==> src/rtl/vx_tcu_uop_seq_pkg.sv <==
// rtl/vx_tcu_uop_seq_pkg.sv - shared TCU constants, micro-op record and sequencer state type
//
// Purpose : tile step counts, register bases, index widths and the micro-op
//           record used by the WMMA micro-op sequencer.
// Ports   : none (package).
package vx_tcu_uop_seq_pkg;

    localparam int TCU_M_STEPS      = 2;
    localparam int TCU_N_STEPS      = 4;
    localparam int TCU_K_STEPS      = 4;
    localparam int TCU_B_SUB_BLOCKS = 2;
    localparam int TCU_RA           = 0;
    localparam int TCU_RB           = 10;
    localparam int TCU_RC           = 24;

    // Register index width, plus record field widths wide enough for any
    // step count up to 16; the sequencer trims them to its own widths.
    localparam int TCU_IDX_W  = 5;
    localparam int TCU_STEP_W = 4;
    localparam int TCU_BSUB_W = 4;

    typedef struct packed {
        logic [TCU_STEP_W-1:0] step_m;
        logic [TCU_STEP_W-1:0] step_n;
        logic [TCU_STEP_W-1:0] step_k;
        logic [TCU_IDX_W-1:0]  rs1;
        logic [TCU_IDX_W-1:0]  rs2;
        logic [TCU_BSUB_W-1:0] b_sub;
        logic [TCU_IDX_W-1:0]  rd;
        logic                  first;
        logic                  last;
    } tcu_uop_t;

    typedef enum logic {
        SEQ_IDLE = 1'b0,
        SEQ_BUSY = 1'b1
    } seq_state_e;

endpackage

==> src/rtl/vx_tcu_step_ctr.sv <==
// rtl/vx_tcu_step_ctr.sv - nested m/n/k wrap counter, k fastest
//
// Purpose : three-level step counter. i_clear zeroes it (priority over
//           i_advance); i_advance steps k, carrying into n then m.
// Ports   : clk, reset (sync, active-high), i_clear, i_advance,
//           o_m_nxt/o_n_nxt/o_k_nxt (values the counter takes at the next
//           edge), o_last (current position is the final step).
module vx_tcu_step_ctr #(
    parameter int M_STEPS = 2,
    parameter int N_STEPS = 4,
    parameter int K_STEPS = 4,
    localparam int MW = (M_STEPS > 1) ? $clog2(M_STEPS) : 1,
    localparam int NW = (N_STEPS > 1) ? $clog2(N_STEPS) : 1,
    localparam int KW = (K_STEPS > 1) ? $clog2(K_STEPS) : 1
) (
    input  logic          clk,
    input  logic          reset,
    input  logic          i_clear,
    input  logic          i_advance,
    output logic [MW-1:0] o_m_nxt,
    output logic [NW-1:0] o_n_nxt,
    output logic [KW-1:0] o_k_nxt,
    output logic          o_last
);

    logic [MW-1:0] r_m;
    logic [NW-1:0] r_n;
    logic [KW-1:0] r_k;
    logic          w_m_wrap;
    logic          w_n_wrap;
    logic          w_k_wrap;

    assign w_m_wrap = (r_m == MW'(M_STEPS - 1));
    assign w_n_wrap = (r_n == NW'(N_STEPS - 1));
    assign w_k_wrap = (r_k == KW'(K_STEPS - 1));
    assign o_last   = w_m_wrap && w_n_wrap && w_k_wrap;

    always_comb begin
        o_m_nxt = r_m;
        o_n_nxt = r_n;
        o_k_nxt = r_k;
        if (i_clear) begin
            o_m_nxt = '0;
            o_n_nxt = '0;
            o_k_nxt = '0;
        end else if (i_advance) begin
            if (w_k_wrap) begin
                o_k_nxt = '0;
                if (w_n_wrap) begin
                    o_n_nxt = '0;
                    o_m_nxt = w_m_wrap ? '0 : r_m + MW'(1);
                end else begin
                    o_n_nxt = r_n + NW'(1);
                end
            end else begin
                o_k_nxt = r_k + KW'(1);
            end
        end
    end

    always_ff @(posedge clk) begin
        if (reset) begin
            r_m <= '0;
            r_n <= '0;
            r_k <= '0;
        end else begin
            r_m <= o_m_nxt;
            r_n <= o_n_nxt;
            r_k <= o_k_nxt;
        end
    end

endmodule

==> src/rtl/vx_tcu_uop_seq.sv <==
// rtl/vx_tcu_uop_seq.sv - WMMA instruction to per-step micro-op sequencer
//
// Purpose : accepts one WMMA instruction and emits M*N*K micro-ops, one per
//           accepted cycle, each with step indices and derived A/B/C regs.
// Ports   : clk, reset (sync, active-high)
//           in_valid/in_ready, in_uuid/in_wid/in_fmt_s/in_fmt_d : instruction
//           out_valid/out_ready : micro-op handshake
//           out_uuid/out_wid/out_fmt_s/out_fmt_d : latched instruction fields
//           out_step_m/n/k, out_rs1, out_rs2, out_b_sub, out_rd,
//           out_first, out_last : registered micro-op fields
module vx_tcu_uop_seq
    import vx_tcu_uop_seq_pkg::*;
#(
    parameter int M_STEPS      = TCU_M_STEPS,
    parameter int N_STEPS      = TCU_N_STEPS,
    parameter int K_STEPS      = TCU_K_STEPS,
    parameter int B_SUB_BLOCKS = TCU_B_SUB_BLOCKS,
    parameter int RA           = TCU_RA,
    parameter int RB           = TCU_RB,
    parameter int RC           = TCU_RC,
    parameter int UUID_W       = 44,
    parameter int WID_W        = 2,
    localparam int MW = (M_STEPS > 1) ? $clog2(M_STEPS) : 1,
    localparam int NW = (N_STEPS > 1) ? $clog2(N_STEPS) : 1,
    localparam int KW = (K_STEPS > 1) ? $clog2(K_STEPS) : 1,
    localparam int BW = (B_SUB_BLOCKS > 1) ? $clog2(B_SUB_BLOCKS) : 1
) (
    input  logic                 clk,
    input  logic                 reset,
    input  logic                 in_valid,
    output logic                 in_ready,
    input  logic [UUID_W-1:0]    in_uuid,
    input  logic [WID_W-1:0]     in_wid,
    input  logic [3:0]           in_fmt_s,
    input  logic [3:0]           in_fmt_d,
    output logic                 out_valid,
    input  logic                 out_ready,
    output logic [UUID_W-1:0]    out_uuid,
    output logic [WID_W-1:0]     out_wid,
    output logic [3:0]           out_fmt_s,
    output logic [3:0]           out_fmt_d,
    output logic [MW-1:0]        out_step_m,
    output logic [NW-1:0]        out_step_n,
    output logic [KW-1:0]        out_step_k,
    output logic [TCU_IDX_W-1:0] out_rs1,
    output logic [TCU_IDX_W-1:0] out_rs2,
    output logic [BW-1:0]        out_b_sub,
    output logic [TCU_IDX_W-1:0] out_rd,
    output logic                 out_first,
    output logic                 out_last
);

    seq_state_e r_state;
    seq_state_e w_state_nxt;

    logic [UUID_W-1:0] r_uuid;
    logic [WID_W-1:0]  r_wid;
    logic [3:0]        r_fmt_s;
    logic [3:0]        r_fmt_d;
    tcu_uop_t          r_uop;
    tcu_uop_t          w_uop;

    logic          w_in_fire;
    logic          w_out_fire;
    logic          w_done;
    logic          w_ctr_last;
    logic [MW-1:0] w_m_nxt;
    logic [NW-1:0] w_n_nxt;
    logic [KW-1:0] w_k_nxt;
    logic [31:0]   w_rs1_full;
    logic [31:0]   w_bidx;
    logic [31:0]   w_rs2_full;
    logic [31:0]   w_bsub_full;
    logic [31:0]   w_rd_full;
    logic          w_unused;

    assign w_in_fire  = in_valid && in_ready;
    assign w_out_fire = out_valid && out_ready;
    assign w_done     = w_out_fire && w_ctr_last;

    vx_tcu_step_ctr #(
        .M_STEPS (M_STEPS),
        .N_STEPS (N_STEPS),
        .K_STEPS (K_STEPS)
    ) u_step_ctr (
        .clk       (clk),
        .reset     (reset),
        .i_clear   (w_in_fire),
        .i_advance (w_out_fire),
        .o_m_nxt   (w_m_nxt),
        .o_n_nxt   (w_n_nxt),
        .o_k_nxt   (w_k_nxt),
        .o_last    (w_ctr_last)
    );

    always_ff @(posedge clk) begin
        if (reset) begin
            r_state <= SEQ_IDLE;
        end else begin
            r_state <= w_state_nxt;
        end
    end

    // Accepting the last micro-op together with a new instruction keeps BUSY.
    always_comb begin
        w_state_nxt = r_state;
        case (r_state)
            SEQ_IDLE: if (w_in_fire)              w_state_nxt = SEQ_BUSY;
            SEQ_BUSY: if (w_done && !w_in_fire)   w_state_nxt = SEQ_IDLE;
            default:                              w_state_nxt = SEQ_IDLE;
        endcase
    end

    always_comb begin
        out_valid = (r_state == SEQ_BUSY);
        in_ready  = (r_state == SEQ_IDLE) || w_done;
    end

    // Micro-op fields are computed from the counter's next position so the
    // record can be registered in the same edge the counter moves.
    assign w_rs1_full  = 32'(RA) + 32'(w_m_nxt) * 32'(K_STEPS) + 32'(w_k_nxt);
    assign w_bidx      = 32'(w_k_nxt) * 32'(N_STEPS) + 32'(w_n_nxt);
    assign w_rs2_full  = 32'(RB) + w_bidx / 32'(B_SUB_BLOCKS);
    assign w_bsub_full = w_bidx % 32'(B_SUB_BLOCKS);
    assign w_rd_full   = 32'(RC) + 32'(w_m_nxt) * 32'(N_STEPS) + 32'(w_n_nxt);

    always_comb begin
        w_uop        = '0;
        w_uop.step_m = TCU_STEP_W'(w_m_nxt);
        w_uop.step_n = TCU_STEP_W'(w_n_nxt);
        w_uop.step_k = TCU_STEP_W'(w_k_nxt);
        w_uop.rs1    = TCU_IDX_W'(w_rs1_full);
        w_uop.rs2    = TCU_IDX_W'(w_rs2_full);
        w_uop.b_sub  = TCU_BSUB_W'(w_bsub_full);
        w_uop.rd     = TCU_IDX_W'(w_rd_full);
        w_uop.first  = (w_k_nxt == '0);
        w_uop.last   = (w_m_nxt == MW'(M_STEPS - 1)) &&
                       (w_n_nxt == NW'(N_STEPS - 1)) &&
                       (w_k_nxt == KW'(K_STEPS - 1));
    end

    always_ff @(posedge clk) begin
        if (reset) begin
            r_uuid  <= '0;
            r_wid   <= '0;
            r_fmt_s <= '0;
            r_fmt_d <= '0;
            r_uop   <= '0;
        end else begin
            if (w_in_fire) begin
                r_uuid  <= in_uuid;
                r_wid   <= in_wid;
                r_fmt_s <= in_fmt_s;
                r_fmt_d <= in_fmt_d;
            end
            if (w_in_fire || w_out_fire) begin
                r_uop <= w_uop;
            end
        end
    end

    assign out_uuid   = r_uuid;
    assign out_wid    = r_wid;
    assign out_fmt_s  = r_fmt_s;
    assign out_fmt_d  = r_fmt_d;
    assign out_step_m = r_uop.step_m[MW-1:0];
    assign out_step_n = r_uop.step_n[NW-1:0];
    assign out_step_k = r_uop.step_k[KW-1:0];
    assign out_rs1    = r_uop.rs1;
    assign out_rs2    = r_uop.rs2;
    assign out_b_sub  = r_uop.b_sub[BW-1:0];
    assign out_rd     = r_uop.rd;
    assign out_first  = r_uop.first;
    assign out_last   = r_uop.last;

    // Record padding and the high bits of the 32-bit index sums are dropped.
    assign w_unused = ^{r_uop, w_rs1_full, w_rs2_full, w_bsub_full, w_rd_full};

endmodule

==> config.mk <==
export PLATFORM = sky130hd
export DESIGN_NAME = vx_tcu_uop_seq
export DESIGN_NICKNAME = d
export VERILOG_FILES = /design/src/rtl/vx_tcu_uop_seq_pkg.sv /design/src/rtl/vx_tcu_step_ctr.sv /design/src/rtl/vx_tcu_uop_seq.sv
export SDC_FILE = /design/constraint.sdc
export NUM_CORES = 1
export LEC_CHECK = 0
export CAP_MARGIN = 20
export CELL_PAD_IN_SITES_DETAIL_PLACEMENT = 1
export CELL_PAD_IN_SITES_GLOBAL_PLACEMENT = 2
export CORE_UTILIZATION = 23
export CTS_CLUSTER_SIZE = 25
export DETAILED_ROUTE_END_ITERATION = 12
export PLACE_DENSITY = 0.88
export REMOVE_ABC_BUFFERS = 1
export SLEW_MARGIN = 25
export SYNTH_ARGS = -nofsm -noshare
export SYNTH_HDL_FRONTEND = slang
export SYNTH_SLANG_ARGS = --single-unit
==> constraint.sdc <==
create_clock -name clk -period 2.61 [get_ports clk]
set_input_delay 0.6525 -clock clk [delete_from_list [all_inputs] [get_ports clk]]
set_output_delay 0.6525 -clock clk [all_outputs]
set_load 0.1 [all_outputs]
==> results of run 1 <==
==> logic make-up after synthesis <==
kind of cell               Yosys count  synth area share
AOI/OAI and AO/OA                   19            0.0414
adders and majority gates            5            0.0218
buffers and inverters               32            0.0981
DFF                                 72             0.502
muxes                               59             0.206
other                                1           0.00131
and+or+nand+nor                     90             0.129
==> power by group through the flow <==
stage                     registers, uW  logic [uW]  clock network, uW
after floorplan                    1680         161                  0
after global placement             1220         863                  0
after detailed placement           1220         874                  0
after CTS                          1200         875               1460
after global routing               1210         904               1520
final                              1200         869               1410
==> final timing paths <==
kind / slack [ns] / endpoint / from
worst min-delay path: 0.47 / out_first / out_first
worst max register to register: 0.41 / out_last / u_step_ctr.r_k[0]
worst min register to register: 0.47 / out_first / out_first
worst max-delay path: 0.11 / in_ready / out_ready
==> stage by stage <==
stage / setup TNS (ns) / instances
after CTS: 0 / 576
after floorplan: -87.95 / 251
final: 0 / 576
after global routing: 0 / 576
after global placement: 0 / 560
after detailed placement: -0.00367 / 560
==> routing by layer <==
layer,track usage,up-vias,part of all wire,wire [um]
li1,-,1165,-,-
met1,0.133,1139,0.41,3140
met2,0.209,80,0.51,3900
met3,0.0611,4,0.079,609
met4,0.0325,0,0.0060,46
met5,0,-,0,0
==> Yosys cell counts <==
| cell type | instances |
|---|---|
| dfxtp_1 | 72 |
| nor2_1 | 65 |
| mux2i_1 | 58 |
| buf_4 | 12 |
| a21oi_1 | 11 |
| nand2_1 | 10 |
| nor3_1 | 9 |
| clkbuf_1 | 8 |
| buf_12 | 6 |
| ha_1 | 5 |
| inv_1 | 4 |
| a2111oi_0 | 2 |
| a211oi_1 | 1 |
| a21oi_2 | 1 |
| a22oi_1 | 1 |
| a32o_1 | 1 |
| and2_0 | 1 |
| and3_2 | 1 |
| buf_6 | 1 |
| buf_8 | 1 |
| conb_1 | 1 |
| mux2_2 | 1 |
| nand3_1 | 1 |
| nand3_2 | 1 |
| o21a_1 | 1 |
| o21ai_0 | 1 |
| or2_2 | 1 |
| or3_2 | 1 |
==> state kept, by name, summed over array words and instances, names as in the netlist <==
name            count
out_rs2             5
out_uuid           44
out_last            1
out_valid           1
u_step_ctr.r_k      2
u_step_ctr.r_n      2
u_step_ctr.r_m      1
out_first           1
out_rs1             1
out_fmt_s           4
out_step_k          1
out_rd              3
out_fmt_d           4
out_wid             2
==> area by class of cell <==
cell class	instances	area, um2
clock buffers	9	225
clock inverters	7	120
fillers	1381	7660
inverters	4	15.0
multi-input cells	175	1160
flip-flops and latches	72	1440
well taps	168	210
repair buffers	141	1230
==> worst max-delay path, stage by stage <==
cell and delay [ns]:
clkdlybuf4s50_1 0.56, buf_4 0.16, nand3_2 0.11, nand2_1 0.16, buf_12 0.19
==> run metrics, run 1 <==
switch share=0.328; Via density=4.15; Ant. Diodes=0; Post-DP HPWL=5610 um; Max Cap Viol=0; die span in y=114 um; antenna-violating nets left=0; min Tclk post-route=2.50 ns; Net Sw Power=1140 uW; IO Count=137; H-Tree Level Count=3; commonest non-fill, non-tap cell in the layout=buf_4; Setup Buffers After CTS=0; CTS buffer count=9; total power draw=3470 uW; Fin Hold WS=0.467 ns; CP Max Fanout=4; Finished Core Util=0.365; top cell type's share of synthesized area=0.502; final setup fails=0; final net count=466; Leakage=0.00195 uW; root buffer cell=clkbuf_16; Placeable Area=12100 um2; final hold viol count=0; initial antenna violation count=0; fin. max-slew vios=0; clock skew=0.00913 ns; CTS tree=yes; routed len/inst=13.4 um; fin area=4400 um2; final setup margin=0.109 ns; GP Congestion=0.717; Reg power frac=0.345; RSZ-0062 raised after global routing=no; Post-CTS Resized=0; Seq cells post-synth=72; CP startpoint kind=primary input; syn_area_per_cell=10.3 um2; Yosys Warn Count=0; Worst-Skew Late Latency=0.33 ns; Clock power frac=0.405; Area Growth Syn to Fin=53.5%; Int Pwr=2330 uW; Pwr Density=789 nW/um2; Clock Pin Slew Worst Setup and Hold Paths=0.05 ns; CTS max path bufs=2; die area=12900 um2; placed instance area=4060 um2; DRC=0; Critical Path End Type=output port; Worst-Margin Slew=0.658 ns; Mapped Cells=278; dpl ws=-0.00367 ns; worst r2r path cells=9; CP arrival=1.85 ns; post-synthesis sequential area ratio=0.502; worst setup path class=primary input to output port; Synth area leaders=dfxtp_1 (50%), mux2i_1 (20%), nor2_1 (8.5%); class of the worst hold path=register to register; die width=114 um; largest net degree at the start of global routing=36; layout cells sized above 1=0.262; vias in the first global route=2502; Hold Buf Count CTS=0; first-pass GRT wire length=12300 um; DRT Wirelength=7700 um; outcome=finished, final reports clean; Synth cell types=28; fmax=400 MHz; GR Overflow Total=0; combinational fraction of design power=0.250; vias=2388; Slew headroom=0.556; Crit path required time=1.96 ns; Row Count=40; drt pass-1 iters=5; Clock Sinks=72; Iteration-0 DRC Markers=85; total track usage=0.122; Initial Utilization=0.238; highest-count cells in the layout ignoring fill and taps=buf_4 (81), dfxtp_1 (72), nor2_1 (65), mux2i_1 (58), clkdlybuf4s50_1 (56); cell area after technology mapping=2870 um2; Synth area leader=dfxtp_1; I/O Buffers=134; Max IR drop VDD=0.374 mV; hold depth=2; Final period util=0.958
Note: power is estimated with default switching activity, not from simulation.
==> inputs of run 2 (changes only) <==
Settings changed: CAP_MARGIN 20 to default.
Clock period 2.61 ns to 2.4 ns, I/O delays scaled along.
==> run metrics, run 2 (synthesis gave the netlist of run 1 again) <==
outcome=finished, final reports clean; Row Count=40; final net count=473; Fillers=1383; fmax=437 MHz; IO Count=137; vias=2387; vias in the first global route=2547; final hold viol count=0; worst r2r src=u_step_ctr.r_n[0]; CP arrival=1.69 ns; Slew headroom=0.604; first-pass GRT wire length=12600 um; Crit path required time=1.80 ns; class of the worst hold path=register to register; die area=12900 um2; CTS tree=yes; Iteration-0 DRC Markers=52; CP Max Fanout=4; CTS buffer count=9; max reg flops=44; I/O Buffers=134; RR Endpoint=out_last; routed len/inst=13.2 um; clock skew=0.00552 ns; final setup margin=0.111 ns; Via density=4.09; GR Overflow Total=0; Worst-Skew Late Latency=0.33 ns; initial antenna violation count=0; CP Capture Point=in_ready; Clock Pin Slew Worst Setup and Hold Paths=0.05 ns; die width=114 um; fin. max-slew vios=0; Pwr Density=819 nW/um2; CTS max path bufs=2; dpl ws=-0.0367 ns; Fin Hold WS=0.460 ns; Area Growth Syn to Fin=54.4%; die span in y=114 um; Max IR drop VDD=0.380 mV; Clock Sinks=72; drt pass-1 iters=4; Hold Buf Count CTS=0; Setup Buffers After CTS=0; DRC=0; highest-count cells in the layout ignoring fill and taps=buf_4 (87), dfxtp_1 (72), nor2_1 (65), mux2i_1 (58), clkdlybuf4s50_1 (56); final setup fails=0; Post-CTS Resized=0; antenna-violating nets left=0; Initial Utilization=0.238; worst r2r path cells=10; commonest non-fill, non-tap cell in the layout=buf_4; worst setup path class=primary input to output port; Worst-Margin Slew=0.588 ns; layout cells sized above 1=0.275; CP startpoint kind=primary input; Final period util=0.954; Leakage=0.00197 uW; total track usage=0.126; Ant. Diodes=0; DRT Wirelength=7720 um; Max Cap Viol=0; min Tclk post-route=2.29 ns; crit path launch=out_ready; Post-DP HPWL=5690 um; largest net degree at the start of global routing=40; RSZ-0062 raised after global routing=no; Critical Path End Type=output port; Finished Core Util=0.367; root buffer cell=clkbuf_16; flop-to-flop setup slack=0.45 ns; GP Congestion=0.769; Placeable Area=12100 um2; H-Tree Level Count=3
==> run 2: cell types whose count changed in the layout (fill, tap and decap cells not counted), sizes merged <==
cell / previous run / this run
buf: 85 / 92
bufinv: 3 / 1
clkbuf: 9 / 11
clkinv: 3 / 2
clkinvlp: 1 / 2
==> run 2: cell type report <==
type                    count  area [um2]  area share
clock buffers              11         253      0.0570
repair buffers            148        1300       0.293
clock inverters             5        55.1      0.0124
flip-flops and latches     72        1440       0.325
inverters                   4        15.0     0.00339
multi-input cells         175        1160       0.261
well taps                 168         210      0.0474
==> run 2: worst min-delay path by stage <==
| stage | from | endpoint | slack (ns) | depth (start not counted) |
|---|---|---|---|---|
| global route | out_rs2[2] | out_rs2[2] | 0.49 | 2 |
| finish | out_first | out_first | 0.46 | 2 |
| global placement | out_rs2[4] | out_rs2[4] | 0.45 | 2 |
| floorplan | u_step_ctr.r_k[1] | u_step_ctr.r_k[1] | 0.51 | 2 |
| detailed placement | out_first | out_first | 0.45 | 2 |
| CTS | out_first | out_first | 0.46 | 2 |
==> run 2: through the flow <==
step	std cells	power [uW]	area (um2)	TNS [ns]
floorplan	251	2000	2610	-104.03
global placement	567	2270	4120	0
detailed placement	567	2290	4120	-0.0531
CTS	583	3690	4430	0
global route	583	3780	4430	0
finish	583	3630	4430	0
==> run 2: worst max-delay path, cell delays in order <==
cell and delay (ns):
clkdlybuf4s50_1 0.48, buf_4 0.14, nand3_2 0.12, nand2_1 0.16, buf_12 0.19
==> run 2: power breakdown <==
part | switching, uW | leakage (uW) | total, uW | internal [uW]
Sequential | 41.1 | 0.000591 | 1300 | 1260
Combinational | 684 | 0.00124 | 949 | 265
Clock | 518 | 0.000148 | 1380 | 858
Total | 1240 | 0.00197 | 3630 | 2380
==> run 2: metal layers <==
metal  wire length [um]  track usage  vias up
met5                  0            0        -
met4                 73       0.0342        0
met3                608       0.0627        7
met2               4010        0.222       72
met1               3030        0.132     1132
li1                   -            -     1176
==> inputs of run 3 (changes only) <==
Settings changed: PLACE_DENSITY 0.88 to 0.83.
==> run metrics, run 3 (synthesis gave the netlist of run 1 again) <==
outcome=finished, final reports clean; worst r2r src=u_step_ctr.r_n[0]; largest net degree at the start of global routing=39; Post-CTS Resized=0; total track usage=0.124; CP arrival=1.70 ns; vias in the first global route=2428; fmax=434 MHz; die width=114 um; class of the worst hold path=register to register; Row Count=40; first-pass GRT wire length=12200 um; Placeable Area=12100 um2; fin area=4350 um2; Slew headroom=0.470; final setup fails=0; Area Growth Syn to Fin=51.6%; drt pass-1 iters=4; Via density=4.16; root buffer cell=clkbuf_16; placed instance area=4100 um2; Leakage=0.00194 uW; final net count=471; GR Overflow Total=0; highest-count cells in the layout ignoring fill and taps=buf_4 (86), dfxtp_1 (72), nor2_1 (65), mux2i_1 (58), clkdlybuf4s50_1 (56); final hold viol count=0; CP Max Fanout=3; CTS max path bufs=2; Fin Hold WS=0.464 ns; Pwr Density=789 nW/um2; worst min-delay path endpoint=out_rs2[2]; I/O Buffers=134; max reg flops=44; initial antenna violation count=0; antenna-violating nets left=0; DRT Wirelength=7670 um; worst r2r path cells=10; Max Cap Viol=0; IO Count=137; Clock Sinks=72; Ant. Diodes=0; Final period util=0.959; Worst-Margin Slew=0.787 ns; Post-DP HPWL=5740 um; fin. max-slew vios=0; Clock Pin Slew Worst Setup and Hold Paths=0.05 ns; die area=12900 um2; vias=2406; CP startpoint kind=primary input; RR Endpoint=out_last; die span in y=114 um; hold depth=2; GP Congestion=0.753; Worst-Skew Late Latency=0.33 ns; CTS buffer count=9; clock skew=0.00683 ns; Max IR drop VDD=0.500 mV; CTS tree=yes; Critical Path End Type=output port; min Tclk post-route=2.30 ns; routed len/inst=13.2 um; Initial Utilization=0.238; RSZ-0062 raised after global routing=no; Iteration-0 DRC Markers=72; H-Tree Level Count=3; Setup Buffers After CTS=0; layout cells sized above 1=0.260; HP Start=out_rs2[2]; Hold Buf Count CTS=0; flop-to-flop setup slack=0.48 ns; commonest non-fill, non-tap cell in the layout=buf_4; DRC=0; worst setup path class=primary input to output port; Crit path required time=1.80 ns
run 3: cell count changes in the layout (fill, tap and decap cells not counted), sizes merged:
| cell | delta |
|---|---|
| buf | -2 |
| bufinv | -1 |
| clkbuf | +2 |
| clkinv | -1 |
| clkinvlp | -2 |
run 3: routing by layer:
metal	wire length [um]	GRT usage
met1	2990	0.129
met4	83	0.0368
met3	566	0.0643
met5	0	0
met2	4030	0.217
run 3: through the flow:
stage	instances	util	setup WS [ns]	setup TNS (ns)	total power, uW
after floorplan	251	-	-1.96	-104.03	2000
after global placement	565	0.340	0.0174	0	2270
after detailed placement	565	0.340	-0.0412	-0.0876	2280
after CTS	579	0.361	0.0907	0	3510
after global routing	579	0.361	0.0502	0	3590
final	579	0.361	0.0979	0	3430
run 3: critical path, cell delays in order:
cell and delay, ns:
clkdlybuf4s50_1 0.51, buf_4 0.13, nand3_2 0.11, nand2_1 0.15, buf_12 0.19
run 3: cell type report:
type                            count  area [um2]
Multi-Input combinational cell    175        1160
Timing Repair Buffer              146        1270
Clock buffer                       13         250
Clock inverter                      1        5.00
Tap cell                          168         210
Sequential cell                    72        1440
Fill cell                        1401        7710
Inverter                            4        15.0
run 3: worst max path at each step:
stage / from / end / slack [ns] / depth (start not counted)
final: out_ready / in_ready / 0.1 / 5
after global routing: out_ready / in_ready / 0.05 / 5
after CTS: out_ready / in_ready / 0.09 / 5
after detailed placement: out_ready / out_last / -0.04 / 8
after global placement: out_ready / out_last / 0.02 / 8
after floorplan: out_valid / out_last / -1.96 / 7
run 3: report_power, final:
group	leakage, uW	switching [uW]	internal [uW]
Combinational	0.00122	683	261
Clock	0.000126	469	715
Sequential	0.000591	42.7	1260
